## config.mk

```make
export PLATFORM = sky130hd
export DESIGN_NAME = vga_timing_generator
export DESIGN_NICKNAME = d
export VERILOG_FILES = /design/src/rtl/vga_timing_generator_pkg.sv /design/src/rtl/vga_axis_counter.sv /design/src/rtl/vga_timing_generator.sv
export SDC_FILE = /design/constraint.sdc
export NUM_CORES = 1
export LEC_CHECK = 0
export ABC_AREA = 1
export CAP_MARGIN = 10
export CORE_ASPECT_RATIO = 1.75
export CORE_MARGIN = 1.5
export CORE_UTILIZATION = 35
export CTS_CLUSTER_DIAMETER = 100
export DETAILED_ROUTE_END_ITERATION = 7
export SLEW_MARGIN = 20
export SYNTH_ARGS = -nofsm -noshare
export SYNTH_HDL_FRONTEND = slang
export SYNTH_SLANG_ARGS = --single-unit
export TNS_END_PERCENT = 1
```

## constraint.sdc

```tcl
create_clock -name clk25 -period 3.2 [get_ports clk25]
set_clock_uncertainty 0.05 [all_clocks]
set_input_delay 0.32 -clock clk25 [delete_from_list [all_inputs] [get_ports clk25]]
set_output_delay 0.32 -clock clk25 [all_outputs]
set_load 0.03 [all_outputs]
```

## src/rtl/vga_timing_generator_pkg.sv

```systemverilog
// Shared 640x480 @ 60 Hz timing constants for the VGA controller and its benches.
package vga_timing_generator_pkg;

   localparam int unsigned COUNT_W     = 10;

   localparam int unsigned DEF_WIDTH   = 640;
   localparam int unsigned DEF_H_FRONT = 16;
   localparam int unsigned DEF_H_SYNC  = 96;
   localparam int unsigned DEF_H_BACK  = 48;

   localparam int unsigned DEF_HEIGHT  = 480;
   localparam int unsigned DEF_V_FRONT = 10;
   localparam int unsigned DEF_V_SYNC  = 2;
   localparam int unsigned DEF_V_BACK  = 33;

   // Full period of one axis: visible region plus front porch, sync and back porch.
   function automatic int unsigned axis_total(input int unsigned visible,
                                              input int unsigned front,
                                              input int unsigned sync,
                                              input int unsigned back);
      return visible + front + sync + back;
   endfunction

   localparam int unsigned DEF_H_TOTAL = axis_total(DEF_WIDTH, DEF_H_FRONT, DEF_H_SYNC, DEF_H_BACK);
   localparam int unsigned DEF_V_TOTAL = axis_total(DEF_HEIGHT, DEF_V_FRONT, DEF_V_SYNC, DEF_V_BACK);

endpackage

```

## src/rtl/vga_axis_counter.sv

```systemverilog
// One raster axis: modulo-TOTAL counter with visible and active-low sync decodes.
module vga_axis_counter
   import vga_timing_generator_pkg::*;
#(
   parameter int unsigned TOTAL      = DEF_H_TOTAL,
   parameter int unsigned VISIBLE    = DEF_WIDTH,
   parameter int unsigned SYNC_START = DEF_WIDTH + DEF_H_FRONT,
   parameter int unsigned SYNC_END   = DEF_WIDTH + DEF_H_FRONT + DEF_H_SYNC
) (
   input  logic               clk,
   input  logic               rst_n,
   input  logic               en,
   output logic [COUNT_W-1:0] count,
   output logic               wrap,
   output logic               sync_n,
   output logic               visible
);

   localparam logic [COUNT_W-1:0] LAST    = COUNT_W'(TOTAL - 1);
   localparam logic [COUNT_W-1:0] VIS_END = COUNT_W'(VISIBLE);
   localparam logic [COUNT_W-1:0] SYNC_LO = COUNT_W'(SYNC_START);
   localparam logic [COUNT_W-1:0] SYNC_HI = COUNT_W'(SYNC_END);

   logic [COUNT_W-1:0] count_q;
   logic [COUNT_W-1:0] count_d;

   // Next count: advance when enabled, wrapping to zero after the last position.
   always_comb begin
      count_d = count_q;
      wrap    = 1'b0;
      if (en) begin
         if (count_q == LAST) begin
            count_d = '0;
            wrap    = 1'b1;
         end else begin
            count_d = count_q + 1'b1;
         end
      end
   end

   // Counter register, cleared asynchronously.
   always_ff @(posedge clk or negedge rst_n) begin
      if (!rst_n) begin
         count_q <= '0;
      end else begin
         count_q <= count_d;
      end
   end

   // Zero-latency decodes of the registered count.
   always_comb begin
      count   = count_q;
      visible = (count_q < VIS_END);
      sync_n  = !((count_q >= SYNC_LO) && (count_q < SYNC_HI));
   end

endmodule

```

## src/rtl/vga_timing_generator.sv

```systemverilog
// VGA raster timing: horizontal and vertical axis counters plus frame strobe.
module vga_timing_generator
   import vga_timing_generator_pkg::*;
#(
   parameter int unsigned WIDTH   = DEF_WIDTH,
   parameter int unsigned HEIGHT  = DEF_HEIGHT,
   parameter int unsigned H_FRONT = DEF_H_FRONT,
   parameter int unsigned H_SYNC  = DEF_H_SYNC,
   parameter int unsigned H_BACK  = DEF_H_BACK,
   parameter int unsigned V_FRONT = DEF_V_FRONT,
   parameter int unsigned V_SYNC  = DEF_V_SYNC,
   parameter int unsigned V_BACK  = DEF_V_BACK
) (
   input  logic       clk25,
   input  logic       reset,
   output logic       screenEnd,
   output logic       active,
   output logic       hSync,
   output logic       vSync,
   output logic [9:0] x,
   output logic [8:0] y
);

   localparam int unsigned H_TOTAL = axis_total(WIDTH, H_FRONT, H_SYNC, H_BACK);
   localparam int unsigned V_TOTAL = axis_total(HEIGHT, V_FRONT, V_SYNC, V_BACK);
   localparam logic [COUNT_W-1:0] V_END_LINE = COUNT_W'(HEIGHT);

   logic [COUNT_W-1:0] h_count;
   logic [COUNT_W-1:0] v_count;
   logic               h_wrap;
   logic               v_wrap_unused;
   logic               h_visible;
   logic               v_visible;

   vga_axis_counter #(
      .TOTAL      (H_TOTAL),
      .VISIBLE    (WIDTH),
      .SYNC_START (WIDTH + H_FRONT),
      .SYNC_END   (WIDTH + H_FRONT + H_SYNC)
   ) u_h_axis (
      .clk     (clk25),
      .rst_n   (reset),
      .en      (1'b1),
      .count   (h_count),
      .wrap    (h_wrap),
      .sync_n  (hSync),
      .visible (h_visible)
   );

   // Vertical axis steps once per line, on the horizontal wrap.
   vga_axis_counter #(
      .TOTAL      (V_TOTAL),
      .VISIBLE    (HEIGHT),
      .SYNC_START (HEIGHT + V_FRONT),
      .SYNC_END   (HEIGHT + V_FRONT + V_SYNC)
   ) u_v_axis (
      .clk     (clk25),
      .rst_n   (reset),
      .en      (h_wrap),
      .count   (v_count),
      .wrap    (v_wrap_unused),
      .sync_n  (vSync),
      .visible (v_visible)
   );

   // Pixel position, visibility and the one-cycle frame strobe at the first blank line.
   always_comb begin
      active    = h_visible && v_visible;
      x         = h_count;
      y         = v_count[8:0];
      screenEnd = (h_count == '0) && (v_count == V_END_LINE);
   end

endmodule

```

Yosys cells after proc, flatten, opt, wreduce, memory -nomap -nowiden:

Index checks and enable logic that the tools add are counted.
W data, S select, Z words.

* flip-flop bits (word level): 20
* input port bits: 2
* output and inout port bits: 23
* logic and storage cells: 23

* $add $sub $neg: 2
* $lt $le $gt $ge: 6
* equality and inequality tests: 3
* multiplexer cells: 3
* reduce and logical (&&, ||, !) cells: 7

Operator list (count)
* $add A10 B1 Y10 const B: 2
* $eq A10 B10 Y1 const B: 2
* $lt A10 B10 Y1 const B: 2
* $lt A10 B9 Y1 const B: 2
* $mux W10: 2
* $eq A10 B9 Y1 const B: 1
* $ge A10 B10 Y1 const B: 1
* $ge A10 B9 Y1 const B: 1
* $logic_not A10 Y1: 1
* $logic_and A1 B1 Y1: 4
* $logic_not A1 Y1: 2
* $mux W1: 1

Logic depth before layout (Yosys ltp):

* depth in word-level cells: 3
* mapped depth: 8
* mapped depth without buffers: 8

Hierarchy:

Synthesis repeated with hierarchy kept, for this count alone.

* cell total of the unflattened synthesis: 200
* area total of the unflattened synthesis: 1393.8 um^2

By module, submodules not included
* vga_axis_counter at u_h_axis: times used 1, cells an instance 91, area an instance 666.9 um^2, seq. area each 250.2 um^2
* vga_axis_counter at u_v_axis: times used 1, cells an instance 82, area an instance 621.8 um^2, seq. area each 250.2 um^2
* vga_timing_generator: times used 1, cells an instance 27, area an instance 105.1 um^2, seq. area each 0.0 um^2

Worst setup path after synthesis:

OpenSTA, ideal clock, no wires.

* path kind: register -> output
* start point: reg u_h_axis.count_q[8] (netlist: u_h_axis.count[8])
* end point: out active
* data arrival time: 1476 ps
* data required time: 2830 ps
* path slack: 1354 ps
* stages on the path, launching flop included: 4
* buffers on the path: 0
* cells stage by stage: dfrtp_1 nand2_1 nand2_1 nor3_1

* cells in the longest elaborated chain, start to end: 2

Ends and longest elaborated chain
* from (decl): line vga_axis_counter.sv:24 `logic [COUNT_W-1:0] count_q;`
* from (signal assigned): line vga_axis_counter.sv:46 `count_q <= count_d;`
* $lt A10 B10 Y1: line vga_axis_counter.sv:53 `visible = (count_q < VIS_END);`
* $logic_and A1 B1 Y1: line vga_timing_generator.sv:68 `active = h_visible && v_visible;`
* to (decl): line vga_timing_generator.sv:17 `output logic active,`

No other way between the ends.

Worst setup path in the final report:

* start point: reg u_v_axis.count_q[0] (netlist: u_v_axis.count[0])
* end point: out vSync

* cells in the longest elaborated chain, start to end: 3
* elaborated cells between the ends (all ways): 4
* those cells by class: 2 x order compare; 2 x reduce/logical

Ends and longest elaborated chain
* from (decl): line vga_axis_counter.sv:24
* from (signal assigned): line vga_axis_counter.sv:46
* $ge A10 B9 Y1 / $lt A10 B9 Y1 (equally long branches): line vga_axis_counter.sv:54 `sync_n = !((count_q >= SYNC_LO) && (count_q < SYNC_HI));`
* $logic_and A1 B1 Y1 *: line vga_axis_counter.sv:54
* $logic_not A1 Y1 *: line vga_axis_counter.sv:54
* to (decl): line vga_timing_generator.sv:19 `output logic vSync,`

Every way passes the cells marked *; elsewhere a longest branch is shown, timed or not.

==> results.sh <==
export IMPL_cts_tree="built"
export IMPL_half_perimeter_wire_length_after_placement_um=2330
export IMPL_vias=1158
export IMPL_grt_pass1_vias=1193
export IMPL_worstSetupStartpointType="flip-flop"
export IMPL_drtIter0Drc=31
export IMPL_worst_setup_path_type="flip-flop to primary output"
export IMPL_timing_critical_path_fanout_max=7
export IMPL_post_cts_repair_setup_buffers=0
export IMPL_drv_cap=0
export IMPL_grt_max_degree=21
export IMPL_multi_input_comb_area_um2=621
export IMPL_worst_slew_margin_rel_pct=67.3
export IMPL_cts_htree_levels=1
export IMPL_synth_adder_area_share_pct=4.86
export IMPL_max_freq_ghz=0.416
export IMPL_post_route_period_util_pct=75.0
export IMPL_critical_path_slowest_cell="sky130_fd_sc_hd__clkdlybuf4s50_1"
export IMPL_cpLargestDelayFamily="buffers and inverters"
export IMPL_cell_area_after_synthesis_um2=1290
export IMPL_synth_simple_gate_area_share_pct=32.9
export IMPL_path_buf_inv=2
export IMPL_syn2layout_area_growth_pct=20.6
export IMPL_ant_nets=0
export IMPL_worst_setup_path_endpoint="vSync"
export IMPL_avgViaCountPerCell=4.87
export IMPL_grt_overflow_total=0
export IMPL_final_hold_worst_slack_ps=508
export IMPL_post_synth_xor_area_fraction_pct=4.77
export IMPL_clock_tree_root_buffer_cell="sky130_fd_sc_hd__clkbuf_8"
export IMPL_chipHeight_um=83.2
export IMPL_mappedNetlistNets=181
export IMPL_final_replace_weighted_congestion=0.862
export IMPL_synth_yosys_warnings=0
export IMPL_timing_max_transition_violations_final=0
export IMPL_worst_endpoint_arrival_ps=2030
export IMPL_postSynthCellCount=174
export IMPL_critPathLaunch="u_v_axis.count[0]"
export IMPL_io_pins=25
export IMPL_ir_worst_vdd_mv=0.211
export IMPL_transition_at_the_pin_with_the_smallest_max_transition_slack_ps=491
export IMPL_drt_pre_antenna_iters=4
export IMPL_worstRegToRegCells=8
export IMPL_finalWirelength_um=3010
export IMPL_power_density_over_cell_area_nw_per_um2=272
export IMPL_cts_made_buffers=3
export IMPL_final_min_clock_period_ps=2400
export IMPL_antennaDiodeCount=0
export IMPL_yosysTopAreaCellShare_pct=38.9
export IMPL_grt_pass1_wl_um=5150
export IMPL_r2r_start="u_h_axis.count[0]"
export IMPL_status="complete, no violations"
export IMPL_io_buffer_count=24
export IMPL_row_count=29
export IMPL_worst_setup_path_end_kind="primary output"
export IMPL_die_width_um=48.8
export IMPL_max_stage_delay_ps=720
export IMPL_fill_cells=406
export IMPL_grt_setup_unrepaired="no"
export IMPL_drcViolationCount=0
export IMPL_final_std_cells_w_o_fill=238
export IMPL_max_clock_path_buffers=2
export IMPL_route_detailed_wl_per_inst_um=12.6
export IMPL_ys_seq_area_share_pct=38.9
export IMPL_finalNetCount=201
export IMPL_regToRegEndpoint="u_v_axis.count[7]"
export IMPL_die_area_um2=4060
export IMPL_synth_top_cell_by_area="sky130_fd_sc_hd__dfrtp_1"
export IMPL_clkLatencyLatePin_ps=250
export IMPL_setup_tns_ps=0
export IMPL_clkSinkCount=20
export IMPL_sequential_cell_area_um2=500
export IMPL_cellLeakagePower_nw=0.693
export IMPL_finalSetupViolations=0
export IMPL_synth_top_family_by_area="simple AND/OR/NAND/NOR gates"
export IMPL_cells_taking_the_most_area_after_synthesis="sky130_fd_sc_hd__dfrtp_1, sky130_fd_sc_hd__nand2_1, sky130_fd_sc_hd__nor2_1, sky130_fd_sc_hd__inv_1, sky130_fd_sc_hd__buf_4"
export IMPL_post_synth_mux_area_share_pct=0
export IMPL_clk_pin_slew_ps=70
export IMPL_synth_distinct_cells=22
export IMPL_ys_ff_latch=20
export IMPL_cp_num_cells=4
export IMPL_grt_usage_pct=16.1
export IMPL_worst_r2r_setup_slack_ps=1390
export IMPL_design_power_total_mw=0.421
export IMPL_final_hold_viol_count=0
export IMPL_hold_class="input port to asynchronous set/reset pin"
export IMPL_cp_cell_sequence="inv_1 -> ha_1 -> o2111ai_1 -> clkdlybuf4s50_1"
export IMPL_placeableCoreArea_um2=3560
export IMPL_synth_compound_area_share_pct=5.74
export IMPL_drive_above_1_share_pct=4.69
export IMPL_dp_cells=234
export IMPL_floorplan_initialDensity_pct=36.2
export IMPL_post_synth_cell_area_avg_um2=7.39
export IMPL_antenna_found_initial=0
export IMPL_cp_required_ps=2830
metrics by stage:
step                      area, µm²  setup slack (ps)  utilization [%]
after global placement         1510              1060             42.3
final                          1550               799             43.6
after floorplan                1290              1350                -
after global routing           1550               680             43.6
after CTS                      1550               773             43.5
after detailed placement       1510              1050             42.3
how the worst min path moves through the flow:
stage          cells past startpoint  slack (ps)           endpoint         startpoint
2_1_floorplan                      0         -30  u_h_axis.count[0]              reset
3_3_place_gp                       2         480  u_v_axis.count[9]  u_v_axis.count[9]
3_5_place_dp                       2         500  u_v_axis.count[9]  u_v_axis.count[9]
4_1_cts                            2         520  u_v_axis.count[9]  u_v_axis.count[9]
5_1_grt                            2         530  u_v_axis.count[9]  u_v_axis.count[9]
6_report                           2         510  u_v_axis.count[1]              reset
kinds of logic (layout without fill, tap and decap cells):
kind of cell             after synthesis  count (layout)
AO/OA/AOI/OAI                         14              14
flip-flops                            20              20
buffers and inverters                 33              51
XOR/XNOR                               7               7
adder cells (fa/ha/maj)                5               5
AND/OR/NAND/NOR                       95              95
synthesized netlist by cell type:
cell / n
sky130_fd_sc_hd__xnor2_1: 1
sky130_fd_sc_hd__buf_4: 9
sky130_fd_sc_hd__nor4_1: 1
sky130_fd_sc_hd__nand4_1: 8
sky130_fd_sc_hd__nor3_1: 4
sky130_fd_sc_hd__inv_2: 1
sky130_fd_sc_hd__o21ai_0: 9
sky130_fd_sc_hd__xor2_1: 6
sky130_fd_sc_hd__nand3b_1: 1
sky130_fd_sc_hd__ha_1: 5
sky130_fd_sc_hd__nand2_2: 1
sky130_fd_sc_hd__a21oi_1: 1
sky130_fd_sc_hd__nand2_1: 39
sky130_fd_sc_hd__nand3_1: 9
sky130_fd_sc_hd__dfrtp_1: 20
sky130_fd_sc_hd__nor2_1: 29
sky130_fd_sc_hd__buf_6: 1
sky130_fd_sc_hd__o2111ai_1: 1
sky130_fd_sc_hd__inv_1: 22
sky130_fd_sc_hd__nor2_4: 2
sky130_fd_sc_hd__nand3_2: 1
sky130_fd_sc_hd__o21ai_1: 3
timing repair:
action | CTS | global route
gates resized for setup | 0 | 0
endpoints found under the hold margin | 0 | 5
hold buffers | 0 | 1
worst reg2reg max path, delay by kind of cell, from the launching register on:
kind,cells,cell delay (ps)
compound gates,1,60
fa+ha+maj,1,250
flops,1,480
simple gates,5,700
buf+inv,1,170
registers in the layout, summed over array words and instances, names as in the netlist:
| name | cells |
|---|---|
| u_h_axis.count | 10 |
| u_v_axis.count | 10 |
routing by layer:
metal / vias to the layer above / GRT usage, % / wire length, µm
li1: 581 / - / -
met1: 542 / 16.8 / 1160
met2: 27 / 30.1 / 1670
met3: 8 / 1.98 / 80
met4: 0 / 8.57 / 101
met5: - / 0 / 0
cell usage in the layout, fill, tap and decap left out, drive strengths merged, types with 3 or more instances in the layout:
cell type      count
clkbuf             3
clkdlybuf4s50     23
dfrtp             20
ha                 5
inv               23
nand2             40
nand3             10
nand4              8
nor2              31
nor3               4
o21ai             12
xor2               6
area by class of cell:
| cell class | count | share of cell area, % |
|---|---|---|
| multi-input cells | 121 | 40.0 |
| well taps | 46 | 3.71 |
| repair buffers | 25 | 15.8 |
| flip-flops and latches | 20 | 32.3 |
| inverters | 23 | 5.56 |
| clock buffers | 3 | 2.66 |
power by group:
group,switching [mW],internal [mW],leakage (nW)
combinational,0.00531,0.00123,0.406
clock,0.0787,0.0837,0.0216
sequential,0,0.253,0.265
(Power assumes the default switching activity.)
